## src/rtl/spi_flash_pkg.sv

```systemverilog
// Shared definitions for the SPI NOR-flash responder: opcodes, FSM states, and status bits.
package spi_flash_pkg;

    localparam logic [7:0] CMD_READ  = 8'h03;
    localparam logic [7:0] CMD_PP    = 8'h02;
    localparam logic [7:0] CMD_WREN  = 8'h06;
    localparam logic [7:0] CMD_WRDI  = 8'h04;
    localparam logic [7:0] CMD_RDSR  = 8'h05;
    localparam logic [7:0] CMD_JEDEC = 8'h9F;
    localparam logic [7:0] CMD_PD    = 8'hB9;
    localparam logic [7:0] CMD_RPD   = 8'hAB;

    localparam int unsigned SR_WIP_BIT = 0;
    localparam int unsigned SR_WEL_BIT = 1;

    typedef enum logic [2:0] {
        ST_IDLE     = 3'd0,
        ST_CMD      = 3'd1,
        ST_ADDR     = 3'd2,
        ST_READ     = 3'd3,
        ST_PP       = 3'd4,
        ST_TX_FIXED = 3'd5,
        ST_IGNORE   = 3'd6
    } state_e;

    function automatic logic [7:0] status_byte(input logic wel);
        logic [7:0] sr;
        sr             = 8'h00;
        sr[SR_WIP_BIT] = 1'b0;
        sr[SR_WEL_BIT] = wel;
        return sr;
    endfunction

endpackage

```

## src/rtl/spi_flash_rx_sync.sv

```systemverilog
// Two-flop synchronisers for the SPI pins plus edge pulses; sck edges are masked while deselected.
module spi_flash_rx_sync (
    input  logic clk_i,
    input  logic rst_n_i,
    input  logic cs_b_i,
    input  logic sck_i,
    input  logic mosi_i,
    output logic mosi_o,
    output logic sck_rise_o,
    output logic sck_fall_o,
    output logic cs_fall_o,
    output logic cs_rise_o
);

    logic [1:0] cs_sync_q;
    logic [1:0] sck_sync_q;
    logic [1:0] mosi_sync_q;
    logic       cs_prev_q;
    logic       sck_prev_q;

    // cs history resets low so a select already held through reset never looks like a fresh fall
    always_ff @(posedge clk_i) begin
        if (!rst_n_i) begin
            cs_sync_q   <= 2'b00;
            sck_sync_q  <= 2'b00;
            mosi_sync_q <= 2'b00;
            cs_prev_q   <= 1'b0;
            sck_prev_q  <= 1'b0;
        end else begin
            cs_sync_q   <= {cs_sync_q[0], cs_b_i};
            sck_sync_q  <= {sck_sync_q[0], sck_i};
            mosi_sync_q <= {mosi_sync_q[0], mosi_i};
            cs_prev_q   <= cs_sync_q[1];
            sck_prev_q  <= sck_sync_q[1];
        end
    end

    assign mosi_o     = mosi_sync_q[1];
    assign sck_rise_o = ~cs_sync_q[1] & ~sck_prev_q &  sck_sync_q[1];
    assign sck_fall_o = ~cs_sync_q[1] &  sck_prev_q & ~sck_sync_q[1];
    assign cs_fall_o  =  cs_prev_q & ~cs_sync_q[1];
    assign cs_rise_o  = ~cs_prev_q &  cs_sync_q[1];

endmodule

```

## src/rtl/spi_flash_responder.sv

```systemverilog
// SPI mode-0 serial NOR flash emulator (ID, status, read, WREN/WRDI, page program, power-down)
// backed by a single-port byte memory.
module spi_flash_responder
    import spi_flash_pkg::*;
#(
    parameter int unsigned ADDR_W   = 24,
    parameter logic [23:0] JEDEC_ID = 24'hEF4016
) (
    input  logic              clk_48mhz,
    input  logic              reset_n,
    input  logic              spi_cs_b,
    input  logic              spi_sck,
    input  logic              spi_mosi,
    output logic              spi_miso,
    output logic              spi_miso_oe,
    output logic [ADDR_W-1:0] mem_addr,
    output logic              mem_rd_en,
    input  logic [7:0]        mem_rd_data,
    output logic              mem_wr_en,
    output logic [7:0]        mem_wr_data
);

    logic mosi_s;
    logic sck_rise_s;
    logic sck_fall_s;
    logic cs_fall_s;
    logic cs_rise_s;

    spi_flash_rx_sync u_sync (
        .clk_i      (clk_48mhz),
        .rst_n_i    (reset_n),
        .cs_b_i     (spi_cs_b),
        .sck_i      (spi_sck),
        .mosi_i     (spi_mosi),
        .mosi_o     (mosi_s),
        .sck_rise_o (sck_rise_s),
        .sck_fall_o (sck_fall_s),
        .cs_fall_o  (cs_fall_s),
        .cs_rise_o  (cs_rise_s)
    );

    state_e            state_q;
    logic [2:0]        bit_cnt_q;
    logic [6:0]        rx_sr_q;
    logic [7:0]        tx_sr_q;
    logic [ADDR_W-1:0] addr_q;
    logic [1:0]        addr_cnt_q;
    logic              is_pp_q;
    logic [7:0]        pp_low_q;
    logic [1:0]        fix_idx_q;
    logic              fix_jedec_q;
    logic              wel_q;
    logic              pd_q;
    logic              set_wel_q;
    logic              clr_wel_q;
    logic              pp_seen_q;
    logic              enter_pd_q;
    logic              exit_pd_q;
    logic              rd_load_q;
    logic              miso_q;
    logic              oe_q;
    logic              rd_en_q;
    logic              wr_en_q;
    logic [7:0]        wr_data_q;
    logic [ADDR_W-1:0] mem_addr_q;

    logic [7:0]        rx_byte_d;
    logic              byte_done_d;
    logic [ADDR_W-1:0] addr_shift_d;
    logic [ADDR_W-1:0] addr_inc_d;
    logic [1:0]        fix_idx_d;

    assign rx_byte_d    = {rx_sr_q, mosi_s};
    assign byte_done_d  = sck_rise_s && (bit_cnt_q == 3'd7) && (state_q != ST_IDLE);
    assign addr_shift_d = {addr_q[ADDR_W-9:0], rx_byte_d};
    assign addr_inc_d   = addr_q + {{(ADDR_W-1){1'b0}}, 1'b1};
    assign fix_idx_d    = (fix_idx_q == 2'd3) ? 2'd3 : fix_idx_q + 2'd1;

    function automatic logic [7:0] jedec_byte(input logic [1:0] idx);
        case (idx)
            2'd0:    jedec_byte = JEDEC_ID[23:16];
            2'd1:    jedec_byte = JEDEC_ID[15:8];
            2'd2:    jedec_byte = JEDEC_ID[7:0];
            default: jedec_byte = 8'h00;
        endcase
    endfunction

    // Protocol FSM: framing, command decode, shifting and memory strobes
    always_ff @(posedge clk_48mhz) begin
        if (!reset_n) begin
            state_q     <= ST_IDLE;
            bit_cnt_q   <= 3'd0;
            rx_sr_q     <= 7'd0;
            tx_sr_q     <= 8'h00;
            addr_q      <= '0;
            addr_cnt_q  <= 2'd0;
            is_pp_q     <= 1'b0;
            pp_low_q    <= 8'h00;
            fix_idx_q   <= 2'd0;
            fix_jedec_q <= 1'b0;
            wel_q       <= 1'b0;
            pd_q        <= 1'b0;
            set_wel_q   <= 1'b0;
            clr_wel_q   <= 1'b0;
            pp_seen_q   <= 1'b0;
            enter_pd_q  <= 1'b0;
            exit_pd_q   <= 1'b0;
            rd_load_q   <= 1'b0;
            miso_q      <= 1'b0;
            oe_q        <= 1'b0;
            rd_en_q     <= 1'b0;
            wr_en_q     <= 1'b0;
            wr_data_q   <= 8'h00;
            mem_addr_q  <= '0;
        end else begin
            rd_en_q   <= 1'b0;
            wr_en_q   <= 1'b0;
            rd_load_q <= rd_en_q;
            if (cs_rise_s) begin
                // Deselect wins over any same-cycle sck edge; in-flight read data is dropped
                state_q    <= ST_IDLE;
                bit_cnt_q  <= 3'd0;
                oe_q       <= 1'b0;
                miso_q     <= 1'b0;
                rd_load_q  <= 1'b0;
                if (set_wel_q) begin
                    wel_q <= 1'b1;
                end else if (clr_wel_q || pp_seen_q) begin
                    wel_q <= 1'b0;
                end
                if (enter_pd_q) begin
                    pd_q <= 1'b1;
                end else if (exit_pd_q) begin
                    pd_q <= 1'b0;
                end
                set_wel_q  <= 1'b0;
                clr_wel_q  <= 1'b0;
                pp_seen_q  <= 1'b0;
                enter_pd_q <= 1'b0;
                exit_pd_q  <= 1'b0;
            end else if (cs_fall_s) begin
                state_q    <= ST_CMD;
                bit_cnt_q  <= 3'd0;
                addr_q     <= '0;
                addr_cnt_q <= 2'd0;
                oe_q       <= 1'b0;
                miso_q     <= 1'b0;
                set_wel_q  <= 1'b0;
                clr_wel_q  <= 1'b0;
                pp_seen_q  <= 1'b0;
                enter_pd_q <= 1'b0;
                exit_pd_q  <= 1'b0;
            end else begin
                if (rd_load_q) begin
                    tx_sr_q <= mem_rd_data;
                end
                if (sck_rise_s && (state_q != ST_IDLE)) begin
                    bit_cnt_q <= bit_cnt_q + 3'd1;
                    rx_sr_q   <= rx_byte_d[6:0];
                end
                if (byte_done_d) begin
                    case (state_q)
                        ST_CMD: begin
                            if (pd_q && (rx_byte_d != CMD_RPD)) begin
                                state_q <= ST_IGNORE;
                            end else begin
                                case (rx_byte_d)
                                    CMD_JEDEC: begin
                                        state_q     <= ST_TX_FIXED;
                                        fix_jedec_q <= 1'b1;
                                        fix_idx_q   <= 2'd0;
                                        tx_sr_q     <= jedec_byte(2'd0);
                                    end
                                    CMD_RDSR: begin
                                        state_q     <= ST_TX_FIXED;
                                        fix_jedec_q <= 1'b0;
                                        tx_sr_q     <= status_byte(wel_q);
                                    end
                                    CMD_WREN: begin
                                        state_q   <= ST_IGNORE;
                                        set_wel_q <= 1'b1;
                                    end
                                    CMD_WRDI: begin
                                        state_q   <= ST_IGNORE;
                                        clr_wel_q <= 1'b1;
                                    end
                                    CMD_READ: begin
                                        state_q <= ST_ADDR;
                                        is_pp_q <= 1'b0;
                                    end
                                    CMD_PP: begin
                                        state_q <= wel_q ? ST_ADDR : ST_IGNORE;
                                        is_pp_q <= 1'b1;
                                    end
                                    CMD_PD: begin
                                        state_q    <= ST_IGNORE;
                                        enter_pd_q <= 1'b1;
                                    end
                                    CMD_RPD: begin
                                        state_q   <= ST_IGNORE;
                                        exit_pd_q <= 1'b1;
                                    end
                                    default: state_q <= ST_IGNORE;
                                endcase
                            end
                        end
                        ST_ADDR: begin
                            addr_q     <= addr_shift_d;
                            addr_cnt_q <= addr_cnt_q + 2'd1;
                            if (addr_cnt_q == 2'd2) begin
                                if (is_pp_q) begin
                                    state_q   <= ST_PP;
                                    pp_low_q  <= rx_byte_d;
                                    pp_seen_q <= 1'b1;
                                end else begin
                                    state_q    <= ST_READ;
                                    rd_en_q    <= 1'b1;
                                    mem_addr_q <= addr_shift_d;
                                end
                            end
                        end
                        ST_READ: begin
                            addr_q     <= addr_inc_d;
                            mem_addr_q <= addr_inc_d;
                            rd_en_q    <= 1'b1;
                        end
                        ST_PP: begin
                            wr_en_q    <= 1'b1;
                            wr_data_q  <= rx_byte_d;
                            mem_addr_q <= {addr_q[ADDR_W-1:8], pp_low_q};
                            pp_low_q   <= pp_low_q + 8'd1;
                        end
                        ST_TX_FIXED: begin
                            if (fix_jedec_q) begin
                                fix_idx_q <= fix_idx_d;
                                tx_sr_q   <= jedec_byte(fix_idx_d);
                            end else begin
                                tx_sr_q   <= status_byte(wel_q);
                            end
                        end
                        default: ;
                    endcase
                end
                if (sck_fall_s && ((state_q == ST_READ) || (state_q == ST_TX_FIXED))) begin
                    oe_q    <= 1'b1;
                    miso_q  <= tx_sr_q[7];
                    tx_sr_q <= {tx_sr_q[6:0], 1'b0};
                end
            end
        end
    end

    assign spi_miso    = miso_q;
    assign spi_miso_oe = oe_q;
    assign mem_addr    = mem_addr_q;
    assign mem_rd_en   = rd_en_q;
    assign mem_wr_en   = wr_en_q;
    assign mem_wr_data = wr_data_q;

endmodule
```

## config.mk

```make
export PLATFORM = sky130hd
export DESIGN_NAME = spi_flash_responder
export DESIGN_NICKNAME = d
export VERILOG_FILES = /design/src/rtl/spi_flash_pkg.sv /design/src/rtl/spi_flash_rx_sync.sv /design/src/rtl/spi_flash_responder.sv
export SDC_FILE = /design/constraint.sdc
export NUM_CORES = 1
export LEC_CHECK = 0
export CORE_UTILIZATION = 25
export CTS_BUF_LIST = sky130_fd_sc_hd__clkbuf_8
export CTS_CLUSTER_SIZE = 25
export DETAILED_ROUTE_END_ITERATION = 16
export PLACE_DENSITY = 0.39
export SKIP_LAST_GASP = 1
export SYNTH_ARGS = -nofsm -noshare
export SYNTH_HDL_FRONTEND = slang
export SYNTH_SLANG_ARGS = --single-unit
```

## constraint.sdc

```tcl
create_clock -name clk_48mhz -period 3.5 [get_ports clk_48mhz]
set_clock_uncertainty 0.1 [all_clocks]
set_input_delay 0.7 -clock clk_48mhz [delete_from_list [all_inputs] [get_ports clk_48mhz]]
set_output_delay 0.7 -clock clk_48mhz [all_outputs]
set_load 0.02 [all_outputs]
```

==> impl_metrics.tcl, run 1 <==
set metrics [dict create \
    min-delay-path-class "reg -> reg" \
    synthSimpleGateAreaFrac 0.242 \
    cts_buffer_depth 2 \
    ys.flop_type "dfxtp_1" \
    antenna_cells 0 \
    cts_resized 0 \
    crit_buf_inv 1 \
    yosysTopAreaCellShare 0.364 \
    seq_area_um2 2220 \
    synth.most_common_cell "dfxtp_1" \
    muxShareOfSynthArea 0.0420 \
    overflow 0 \
    grt_pass1_wl_um 32000 \
    worstMarginPinSlew_ns 0.830 \
    ctsRootBufferMaster "clkbuf_8" \
    coreArea_um2 23700 \
    wire_per_inst_um 18.5 \
    ys_seq_area_frac 0.364 \
    fin_crit_ns 2.63 \
    die_area_um2 25000 \
    cp.required_ns 3.71 \
    criticalPathCategory "reg -> reg" \
    hold_viol 0 \
    peakVddDrop_uv 164 \
    synth.ff_latch_count 111 \
    rsz0062_at_grt "no" \
    worstPathCellList "nor2b_1 > o21ai_0 > a21oi_4 > buf_4 > o21ai_0 > a41oi_1" \
    drive_above_1_share 0.0843 \
    synth_top_family_by_area "compound AO/OA/AOI/OAI gates" \
    dr.pass1.iters 5 \
    slew_headroom 0.445 \
    synth.distinct_cells 80 \
    vias 5755 \
    h-tree-depth 3 \
    cts_hold_buffers 0 \
    synthAdderAreaFrac 0.0144 \
    synthTopCellsByArea "dfxtp_1 (36%), o21ai_0 (5.7%), nor2_1 (4.7%)" \
    grt_pass1_vias 5554 \
    path_clk_slew_ns 0.11 \
    postCtsSetupRepairBufs 0 \
    crit_path_frequent_cell "o21ai_0" \
    async_reset_ff_frac 0 \
    crit_path_start_kind "register" \
    area_growth_pct 15.0 \
    cp_max_fo 16 \
    drv_slew 0 \
    synth_area_per_cell_um2 8.08 \
    drv_cap 0 \
    hold_path.startpoint "u_sync.mosi_sync_q[0]" \
    fin_cells 1090 \
    fin_tns_setup_ns 0 \
    startpoint "state_q[1]" \
    critPathMaxStageDelay_ns 0.64 \
    fillCellCount 2627 \
    placedCellCount 1074 \
    drt-total-wl_um 20100 \
    p_leak_uw 0.00236 \
    port-buffer-count 48 \
    gp_congestion 0.849 \
    synth_top_area_cell "dfxtp_1" \
    synthCells 755 \
    drc_errors 0 \
    grt_max_degree 53 \
    fmax_mhz 380 \
    die-width_um 158 \
    multi_input_area_um2 3530 \
    synth_compound_area_frac 0.269 \
    p_total_uw 2170 \
    synth_edf_count 0 \
    syn-cell-area_um2 6100 \
    track_usage 0.167 \
    r2r_slack_ns 0.87 \
    fp-row-count 56 \
    detail_route.vias_per_cell 5.28 \
    end_kind "register" \
    crit_slowest_cell "dfxtp_1" \
    cts_tree "built" \
    worstPathArrival_ns 2.84 \
    fin_nets 786 \
    clock_sinks 111 \
    insertion_delay_ns 0.40 \
    outcome "completed" \
    antenna_found_initial 0 \
    start_util 0.258 \
    crit_family "compound AO/OA/AOI/OAI gates" \
    r2r-start "state_q[1]" \
    dp_hpwl_um 13600 \
    cts_buffers 9 \
    ys_warn_count 0 \
    antenna_left 0 \
    yosys.area_share.xor_xnor 0.0100 \
    p_per_area_nw_per_um2 309 \
    yosys-top-cells-count "dfxtp_1 (111), nor2_1 (77), nand2_1 (73)" \
    io_pins 49 \
    drt_iter0_markers 417 \
    setup_viol_count_final 0 \
    die_y_um 158 \
    synth_nets 775 \
    fin_crit_sh 0.753 \
]
[cells in the final DEF, fill, tap and decap left out, types with 18 or more instances in the layout]
master             n
a21oi_1           48
a31oi_1           25
buf_4             18
clkdlybuf4s50_1   47
dfxtp_1          111
mux2i_1           20
nand2_1           73
nand3_1           20
nor2_1            77
o21ai_0           69
[area by class of cell]
cell class	count	area share
sequential	111	0.317
inverter	12	0.00642
clock inverter	7	0.00945
clock buffer	9	0.0177
timing repair buffer	67	0.0899
multi-input combinational	565	0.503
tap	319	0.0569
[logic make-up (layout without fill, tap and decap cells)]
group,after synthesis,count (layout)
multiplexers,25,25
flip-flops,111,111
AO/OA/AOI/OAI,247,247
adder cells (fa/ha/maj),7,7
buffers and inverters,79,95
XOR/XNOR,7,7
AND/OR/NAND/NOR,279,279
[state kept, by name, indices dropped and copies added (netlist names), 2 cells and up]
signal and flops:
fix_idx_q 2, pp_low_q 8, rx_sr_q 7, addr_q 24
mem_wr_data 8, mem_addr 24, state_q 3, u_sync.sck_sync_q 2
tx_sr_q 8, u_sync.cs_sync_q 2, u_sync.mosi_sync_q 2, addr_cnt_q 2
bit_cnt_q 3
[final timing paths]
kind | endpoint | cells after the start
worst min-delay path | u_sync.mosi_sync_q[1] | 1
worst min register to register | u_sync.mosi_sync_q[1] | 1
worst max register to register | mem_addr[9] | 6
worst max-delay path | mem_addr[9] | 6
[where the power goes]
part / total (µW) / switching [µW] / internal [µW]
combinational: 85.1 / 53.4 / 31.7
clock: 808 / 481 / 327
sequential: 1280 / 6.36 / 1270
[layer usage]
metal	vias up	global-route usage	part of all wire
li1	2804	-	-
met1	2777	0.241	0.50
met2	149	0.250	0.44
met3	25	0.0208	0.038
met4	0	0.0618	0.019
met5	-	0	0
[metrics by stage]
step                      utilization  setup slack (ns)  area [µm²]  hold WS [ns]
after floorplan                     -              1.41        6100         0.312
after global placement          0.288             0.827        6830         0.314
after detailed placement        0.288             0.858        6830         0.321
after CTS                       0.296             0.852        7020         0.347
after global routing            0.296             0.593        7020         0.362
final                           0.296             0.866        7020         0.335
Note: power is estimated with default switching activity, not from simulation.
==> inputs of run 2 (changes only) <==
--- a/config.mk
+++ b/config.mk
@@ -9,7 +9,7 @@
 export CTS_BUF_LIST = sky130_fd_sc_hd__clkbuf_8
 export CTS_CLUSTER_SIZE = 25
 export DETAILED_ROUTE_END_ITERATION = 16
-export PLACE_DENSITY = 0.39
+export PLACE_DENSITY = 0.4
 export SKIP_LAST_GASP = 1
 export SYNTH_ARGS = -nofsm -noshare
 export SYNTH_HDL_FRONTEND = slang
==> constraint.sdc (replaced) <==
create_clock -name clk_48mhz -period 2.15 [get_ports clk_48mhz]
set_clock_uncertainty 0.1 [all_clocks]
set_input_delay 0.43 -clock clk_48mhz [delete_from_list [all_inputs] [get_ports clk_48mhz]]
set_output_delay 0.43 -clock clk_48mhz [all_outputs]
set_load 0.02 [all_outputs]
==> impl_metrics.tcl, run 2 (synthesis gave the netlist of run 1 again) <==
set metrics [dict create \
    outcome "completed" \
    grt_max_degree 44 \
    fmax_mhz 479 \
    ctsRootBufferMaster "clkbuf_8" \
    detail_route.vias_per_cell 5.16 \
    p_leak_uw 0.00284 \
    crit_slowest_cell "a211o_4" \
    antenna_found_initial 0 \
    wire_per_inst_um 17.6 \
    worstMarginPinSlew_ns 0.607 \
    io_pins 49 \
    dr.pass1.iters 7 \
    die-width_um 158 \
    fin_tns_setup_ns 0 \
    hold_viol 0 \
    clock_sinks 111 \
    h-tree-depth 3 \
    p_per_area_nw_per_um2 454 \
    drv_slew 0 \
    crit_path_start_kind "register" \
    drt-total-wl_um 20700 \
    mostFrequentLayoutCell "dfxtp_1" \
    layout_common_cells "dfxtp_1 (106), buf_4 (96), nor2_1 (73), nand2_1 (72), o21ai_0 (64)" \
    dp_slack_ns -0.135 \
    antenna_cells 0 \
    dp_hpwl_um 14700 \
    placedCellCount 1153 \
    fin_crit_sh 0.971 \
    track_usage 0.170 \
    grt_pass1_wl_um 32600 \
    cp_max_fo 6 \
    drv_cap 0 \
    overflow 0 \
    fp-row-count 56 \
    cts_buffers 9 \
    vias 6068 \
    end_kind "register" \
    fin_nets 873 \
    gp_congestion 0.817 \
    drc_errors 0 \
    port-buffer-count 48 \
    path_clk_slew_ns 0.11 \
    area_growth_pct 29.2 \
    fin_cells 1177 \
    slew_headroom 0.595 \
    die_y_um 158 \
    coreArea_um2 23700 \
    post-route-util 0.333 \
    min-delay-path-class "reg -> reg" \
    worstPathArrival_ns 2.31 \
    insertion_delay_ns 0.40 \
    worstPathCellList "inv_1 > ha_1 > and4bb_2 > nand3b_4 > a211o_4 > or3_1 > a31oi_1" \
    setup_ws_ns 0.0623 \
    cts_buffer_depth 2 \
    critPathMaxStageDelay_ns 0.37 \
    criticalPathCategory "reg -> reg" \
    cts_tree "built" \
    drive_above_1_share 0.207 \
    fin_crit_ns 2.09 \
    cts_hold_buffers 0 \
    peakVddDrop_uv 237 \
    cp.required_ns 2.37 \
    die_area_um2 25000 \
    rsz0062_at_grt "yes" \
    antenna_left 0 \
    setup_viol_count_final 0 \
    start_util 0.258 \
    whs_ns 0.348 \
    drt_iter0_markers 382 \
    grt_pass1_vias 5965 \
]
-- run 2: power by group --
part | leakage (µW) | total, µW | switching (µW) | internal [µW]
registers | 0.000898 | 2080 | 9.12 | 2070
logic | 0.00183 | 159 | 93.8 | 65.6
clock network | 0.000105 | 1350 | 802 | 545
-- run 2: worst max-delay path: cells and delay by family, from the launching register on --
kind / cells / cell delay, ns
AOI/OAI and AO/OA: 2 / 0.50
and+or+nand+nor: 3 / 0.73
DFF: 1 / 0.35
adders and majority gates: 1 / 0.28
buffers and inverters: 1 / 0.04
-- run 2: final timing paths --
path,startpoint,endpoint,slack (ns),cells past startpoint
worst max-delay path,u_sync.cs_prev_q,pp_low_q[0],0.06,7
worst min-delay path,u_sync.mosi_sync_q[0],u_sync.mosi_sync_q[1],0.35,1
worst max register to register,u_sync.cs_prev_q,pp_low_q[0],0.06,7
worst min register to register,u_sync.mosi_sync_q[0],u_sync.mosi_sync_q[1],0.35,1
-- run 2: cell type report --
cell class | instances | area (µm²)
fill | 2577 | 15800
clock buffer | 9 | 124
clock inverter | 7 | 73.8
timing repair buffer | 154 | 1360
inverter | 12 | 45.0
multi-input combinational | 565 | 3650
sequential | 111 | 2230
tap | 319 | 399
-- run 2: timing repair --
item / in CTS / in global routing
buffers inserted: 3 / 4
endpoints found under the setup margin: 21 / 43
pin swaps: 1 / 5
resized for setup: 7 / 33
cloned: 0 / 1
-- run 2: routing by layer --
| layer | share of wire | up-vias | GRT usage | routed length (µm) |
|---|---|---|---|---|
| met5 | 0 | - | 0 | 0 |
| met4 | 0.018 | 0 | 0.0522 | 369 |
| met3 | 0.042 | 22 | 0.0328 | 866 |
| met2 | 0.46 | 153 | 0.274 | 9460 |
| met1 | 0.48 | 2920 | 0.227 | 9990 |
| li1 | - | 2973 | - | - |
-- run 2: per-stage QoR --
step | instance area [µm²] | power, µW
finish | 7880 | 3580
global route | 7880 | 3730
CTS | 7730 | 3630
detailed placement | 7470 | 2280
global placement | 7470 | 2280
floorplan | 6100 | 2200
